$ cat config.mk
export PLATFORM = sky130hd
export DESIGN_NAME = siren_pattern_gen
export DESIGN_NICKNAME = d
export VERILOG_FILES = /design/src/rtl/siren_pattern_gen.sv
export SDC_FILE = /design/constraint.sdc
export NUM_CORES = 1
export LEC_CHECK = 0
export CAP_MARGIN = 20
export CORE_MARGIN = 4
export CORE_UTILIZATION = 37
export DETAILED_ROUTE_END_ITERATION = 7
export HOLD_SLACK_MARGIN = 0.12
export PLACE_DENSITY = 0.86
export REMOVE_ABC_BUFFERS = 1
export SYNTH_ARGS = -nofsm -noshare
export SYNTH_HDL_FRONTEND = slang
export SYNTH_SLANG_ARGS = --single-unit
$ cat constraint.sdc
create_clock -name clk -period 2.3 [get_ports clk]
set_input_delay 0.345 -clock clk [delete_from_list [all_inputs] [get_ports clk]]
set_output_delay 0.345 -clock clk [all_outputs]
set_load 0.01 [all_outputs]
$ cat src/rtl/siren_pattern_gen.sv
// Emergency-light pattern generator for a WS2812B chain: SWAP, CHASE, STROBE and OFF
// patterns stepped by rising edges of a slow tick, emitted as a packed GRB word.
module siren_pattern_gen #(
  parameter int unsigned NUM_LEDS       = 4,
  parameter logic [23:0] COLOR_A        = 24'h00FF00,
  parameter logic [23:0] COLOR_B        = 24'h0000FF,
  parameter int unsigned TICKS_PER_STEP = 1
) (
  input  logic                     clk,
  input  logic                     reset,
  input  logic                     tick,
  input  logic                     enable,
  input  logic [1:0]               mode,
  output logic [24*NUM_LEDS-1:0]   ledData,
  output logic                     frameValid
);

  // Phase must also hold STROBE's 0..7 range when the chain is short.
  localparam int unsigned PW = ($clog2(2*NUM_LEDS) > 3) ? $clog2(2*NUM_LEDS) : 3;
  localparam int unsigned CW = (TICKS_PER_STEP > 1) ? $clog2(TICKS_PER_STEP) : 1;
  localparam int unsigned H  = NUM_LEDS / 2;

  typedef enum logic [1:0] {
    SWAP   = 2'd0,
    CHASE  = 2'd1,
    STROBE = 2'd2,
    OFF    = 2'd3
  } modeT;

  logic          tickPrev;
  logic [CW-1:0] tickCnt;
  logic [PW-1:0] phase;
  logic [PW-1:0] nextPhase;
  modeT          modeReg;
  modeT          modeIn;
  logic          tickEdge;

  assign modeIn   = modeT'(mode);
  assign tickEdge = tick & ~tickPrev;

  function automatic logic [24*NUM_LEDS-1:0] pattern(input modeT m, input logic [PW-1:0] p);
    logic [24*NUM_LEDS-1:0] r;
    int unsigned pu;
    int unsigned lit;
    r   = '0;
    pu  = 32'(p);
    lit = (pu < NUM_LEDS) ? pu : pu - NUM_LEDS;
    for (int unsigned i = 0; i < NUM_LEDS; i++) begin
      case (m)
        SWAP:    r[24*i +: 24] = ((i < H) == (pu == 0)) ? COLOR_A : COLOR_B;
        CHASE:   if (i == lit) r[24*i +: 24] = (pu < NUM_LEDS) ? COLOR_A : COLOR_B;
        STROBE:  if (!p[0]) r[24*i +: 24] = (pu < 4) ? COLOR_A : COLOR_B;
        default: r[24*i +: 24] = '0;
      endcase
    end
    return r;
  endfunction

  always_comb begin
    nextPhase = '0;
    case (modeReg)
      SWAP:    nextPhase = (phase == '0) ? PW'(1) : '0;
      CHASE:   nextPhase = (phase == PW'(2*NUM_LEDS-1)) ? '0 : phase + PW'(1);
      STROBE:  nextPhase = (phase == PW'(7)) ? '0 : phase + PW'(1);
      default: nextPhase = '0;
    endcase
  end

  always_ff @(posedge clk or posedge reset) begin
    if (reset) begin
      tickPrev   <= 1'b1;
      tickCnt    <= '0;
      phase      <= '0;
      modeReg    <= OFF;
      ledData    <= '0;
      frameValid <= 1'b0;
    end else begin
      tickPrev   <= tick;
      frameValid <= 1'b0;
      // A mode change wins over enable and swallows any coincident edge.
      if (modeIn != modeReg) begin
        modeReg    <= modeIn;
        phase      <= '0;
        tickCnt    <= '0;
        ledData    <= pattern(modeIn, '0);
        frameValid <= 1'b1;
      end else if (tickEdge && enable) begin
        if (tickCnt == CW'(TICKS_PER_STEP-1)) begin
          tickCnt    <= '0;
          phase      <= nextPhase;
          ledData    <= pattern(modeReg, nextPhase);
          frameValid <= 1'b1;
        end else begin
          tickCnt <= tickCnt + CW'(1);
        end
      end
    end
  end

endmodule

Word-level counts from Yosys, hierarchy flattened

Index checks and enable logic that the tools add are counted.
Widths: inputs -> output; s select.

Input port bits: 6
Flip-flop bits (word level): 104

Mux-type cells: 31
Reduce and logical (&&, ||, !) cells: 11
Order comparisons: 1
Bitwise logic cells: 2
Add/sub/neg operators: 3
Equal/unequal tests: 10

Operator list:

| kind                | number |
|---|---|
| $mux 96             | 3 |
| $pmux 16 s3         | 4 |
| $mux 16             | 10 |
| $eq 2x32->1 const A | 2 |
| $eq 1x32->1 const A | 1 |
| $logic_not 32->1    | 1 |
| $mux 32             | 1 |
| $pmux 16 s2         | 1 |
| $mux 3              | 4 |
| $mux 1              | 7 |
| $logic_not 3->1     | 2 |
| $pmux 3 s2          | 1 |
| $eq 2x1->1 const B  | 2 |
| $eq 2x2->1 const B  | 2 |
| $logic_not 2->1     | 2 |
| $reduce_or 2->1     | 2 |
| $sub 3x3->4 const B | 1 |
| $add 3x1->3 const B | 1 |
| $eq 3x3->1 const B  | 1 |
| $lt 3x3->1 const B  | 1 |
| $reduce_or 3->1     | 1 |
| $ne 2x1->1 const B  | 1 |
| $ne 2x2->1          | 1 |
| $reduce_and 2->1    | 1 |
| 5 further kinds     | 5 |

Logic depth before layout (Yosys ltp)

Depth after elaboration: 11
Gate-level depth with buffers: 7
Depth with buffers taken out: 7

Worst setup path before layout

No wires, ideal clock.

Path type: register -> register
From: register modeReg[0]
To: register ledData[31]
Path slack: 0.201 ns
Period minus slack after synthesis: 2.099 ns
Stages on the path, launching flop included: 8
Data arrival time: 1.973 ns
Path through: dfstp_2 inv_1 ha_1 or4b_4 a21oi_1 or4_1 a21oi_1 a221o_1

Word-level cells in the longest chain between the ends: 11
Elaborated cells on any way between the ends: 22

RTL lines:

| what                                             | RTL line   | text |
|---|---|---|
| from (decl)                                      | 34         | `modeT modeReg;` |
| from (signal assigned)                           | 82         | `modeReg <= modeIn;` |
| $eq 2x2->1 / $eq 2x1->1 (equally long branches)  | 49, 61     |  |
| $reduce_or 2->1 (no line)                        | n/a        |  |
| $pmux 3 s2                                       | 61         | `case (modeReg)` |
| $sub 3x3->4 / $lt 3x3->1 (equally long branches) | 47, 51, 52 |  |
| $mux 32                                          | 47         | `lit = (pu < NUM_LEDS) ? pu : pu - NUM_LEDS;` |
| $eq 1x32->1                                      | 51         | `CHASE: if (i == lit) r[24*i +: 24] = (pu < NUM_LEDS) ? COLOR_A : COLOR_B;` |
| $mux 16                                          | 51         |  |
| $pmux 16 s3                                      | 49         | `case (m)` |
| $mux 96                                          | 88         | `if (tickCnt == CW'(TICKS_PER_STEP-1)) begin` |
| $mux 96                                          | 87         | `end else if (tickEdge && enable) begin` |
| $mux 96                                          | 81         | `if (modeIn != modeReg) begin` |
| to (signal assigned)                             | 85         | `ledData <= pattern(modeIn, '0);` |
| to (signal assigned)                             | 91         | `ledData <= pattern(modeReg, nextPhase);` |
| to (decl)                                        | 14         | `output logic [24*NUM_LEDS-1:0] ledData,` |

Several ways; a longest one is shown, not always the timed one. The select of a mux whose other input is x is not followed.
A chain may end at the register's enable or synchronous reset.

Final worst setup path

From: register modeReg[1]
To: register ledData[31]

Same word-level chain as after synthesis.

==> run metrics <==
crit end category register; clk sinks 15; Final Hold Fails 0; Tot GR Track Use 13.1%; VDD IR-drop max 430 uV; I/O Buffers 70; area growth from synthesis to layout 19.5%; post-synth top area cell buf_4; P_leak 0.833 nW; Avg WL per Cell 13.9 um; sequential fraction of the synthesis area 23.6%; Sw Share 34.3%; remaining global-route overflow 0; CTS Buf Count 3; Ys Warns 0; CP Cell Sequence inv_1 -> ha_4 -> or4b_4 -> a21oi_1 -> or4_1 -> a21oi_1 -> a221o_1; WP data required 2.45 ns; Worst Reg-to-Reg Cells 7; HP Class in -> async; Distinct cells, synth 38; Hold Slack 0.441 ns; full die area 0.00546 mm^2; Worst path most repeated cell a21oi_1; Final Cycle Share 95.4%; post-layout net count 226; RR Startpoint modeReg[1]; Worst-path clk slew 0.06 ns; drt first pass iters 5; Worst Path Max Fanout 6; top cells by area, synth buf_4, dfrtp_1, ha_1; post-synthesis average cell area 8.37 um^2; vias in the first global route 1253; f_max 456 MHz; worst-margin pin slew 0.582 ns; RSZ-0062 raised after global routing false; number of I/O pins 103; most frequent cells in the layout clkdlybuf4s50_1, conb_1, dfrtp_1, a21oi_1; largest net degree at the start of global routing 16; Async S/R FF share, synth 100%; Flop pwr share 32.7%; Worst R2R Setup Slack 0.11 ns; DR vias 1197; Worst EP arrival 2.34 ns; Psw 0.332 mW; internal power 0.637 mW; initial antenna violation count 0; Routed WL 3.64 mm; power per cell area 505 mW/mm^2; hpwl dp 2.83 mm; first-pass GRT wire length 5.61 mm; Mapped Cells 192; CTS HTree Levels 1; Clock Skews 0.00170 ns; R2R Path End ledData[31]; Worst Setup Start Kind register; Clock Tree Root clkbuf_8; commonest non-fill, non-tap cell in the layout clkdlybuf4s50_1; Setup-failing EPs final 0; minimum clock period 2.19 ns; Placed Instance Area 0.00186 mm^2; Max-Cap Viols 0; layout cells sized above 1 9.43%; Antenna Nets Post-Route 0; core area 0.00409 mm^2; CP max stage cell dfstp_2; clock buffer depth 2; ant diodes 0; Rows 23; design area 0.00192 mm^2; detailed router's first-iteration violation count 42; Post-synth EDFFs 0; Worst-Skew Late Latency 0.26 ns; CP top delay family simple AND/OR/NAND/NOR gates; share of the synthesized area in the top cell type 41.1%; max incr delay on CP 0.57 ns; area of the mapped netlist 0.00161 mm^2; gpl congestion 0.951; Slew Limit Fails 0; Sum Neg Setup Slack 0 ns; status complete, no violations; drt drc 0; Main synth FF type dfrtp_1; Die Ht 73.9 um; Comb power frac 44.0%; FF+latch count, synth 15; critical path class reg -> reg; die width 73.9 um; buffers plus inverters on the worst setup path 1; clock network fraction of total power 23.3%; Starting Density 39.3%; via density per instance 4.57; slew margin rel. 61.2%; CTS tree built
## metrics by stage
step                instances  util [%]  total power, mW  worst slack (ns)
floorplan                 131         -            0.476             0.200
global placement          258      45.6            0.734             0.154
detailed placement        258      45.6            0.742            0.0498
CTS                       262      46.7            0.972            0.0260
global route              262      47.0             1.02            0.0336
finish                    262      47.0            0.970             0.106
## layer usage
metal	wire length (um)	global-route usage [%]	vias to the layer above
met4	72	5.03	0
met3	388	4.38	7
met1	1390	15.8	545
met2	1790	21.6	92
met5	0	0	-
li1	-	-	553
## how the worst max path moves through the flow
stage | from | endpoint | slack [ns] | cells past startpoint
after floorplan | modeReg[0] | ledData[31] | 0.20 | 7
after global placement | modeReg[0] | ledData[31] | 0.15 | 7
after detailed placement | modeReg[0] | ledData[31] | 0.05 | 7
after CTS | modeReg[0] | ledData[31] | 0.03 | 7
after global routing | modeReg[0] | ledData[31] | 0.03 | 7
final | modeReg[1] | ledData[31] | 0.11 | 7
## power groups by stage
| stage | logic (mW) | registers (mW) | clock network [mW] |
|---|---|---|---|
| 4_1_cts | 0.424 | 0.317 | 0.230 |
| 2_1_floorplan | 0.0989 | 0.377 | 0 |
| 6_report | 0.427 | 0.317 | 0.226 |
| 5_1_grt | 0.457 | 0.323 | 0.240 |
| 3_3_place_gp | 0.415 | 0.319 | 0 |
| 3_5_place_dp | 0.421 | 0.322 | 0 |
## cell type report
cell class	instances	area, um^2
clock buffer	3	41.3
clock inverter	1	5.00
fill	383	2170
inverter	9	33.8
multi-input combinational	107	646
sequential	15	379
tap	50	62.6
timing repair buffer	77	753
## worst reg2reg max path: stages, from the launching register on
cell and delay [ns]:
dfstp_2 0.57, inv_1 0.09, ha_4 0.31, or4b_4 0.50
a21oi_1 0.17, or4_1 0.12, a21oi_1 0.05, a221o_1 0.27
## synth_stat cells, types with 2 or more instances
cell / count
a221o_1: 2
o21ai_0: 5
dfrtp_1: 12
nor3_1: 2
dfstp_2: 3
nand3_1: 4
nand2_1: 8
ha_1: 7
buf_4: 88
nand3b_1: 5
nor2_1: 9
clkbuf_1: 3
inv_1: 9
a21oi_1: 11
## state kept, by name (all words and copies together), names as in the netlist
name        flops
phase           3
ledData         8
modeReg         2
tickPrev        1
frameValid      1
## kinds of logic after synthesis
logic type	count (synthesis)	share of synthesized area (%)
other	1	0.233
and+or+nand+nor	38	13.5
AOI/OAI and AO/OA	28	11.4
xor gates and xnor gates	2	1.56
adders and majority gates	7	5.45
DFF	15	23.6
buffers and inverters	101	44.2
## what timing repair did
action | 4_1_cts | 5_1_grt
setup buffers | 0 | 0
setup endpoints to repair | 0 | 5
hold buffers | 0 | 0
endpoints found under the hold margin | 0 | 0
resized for setup | 0 | 2
Power figures use the tool's default switching activity.
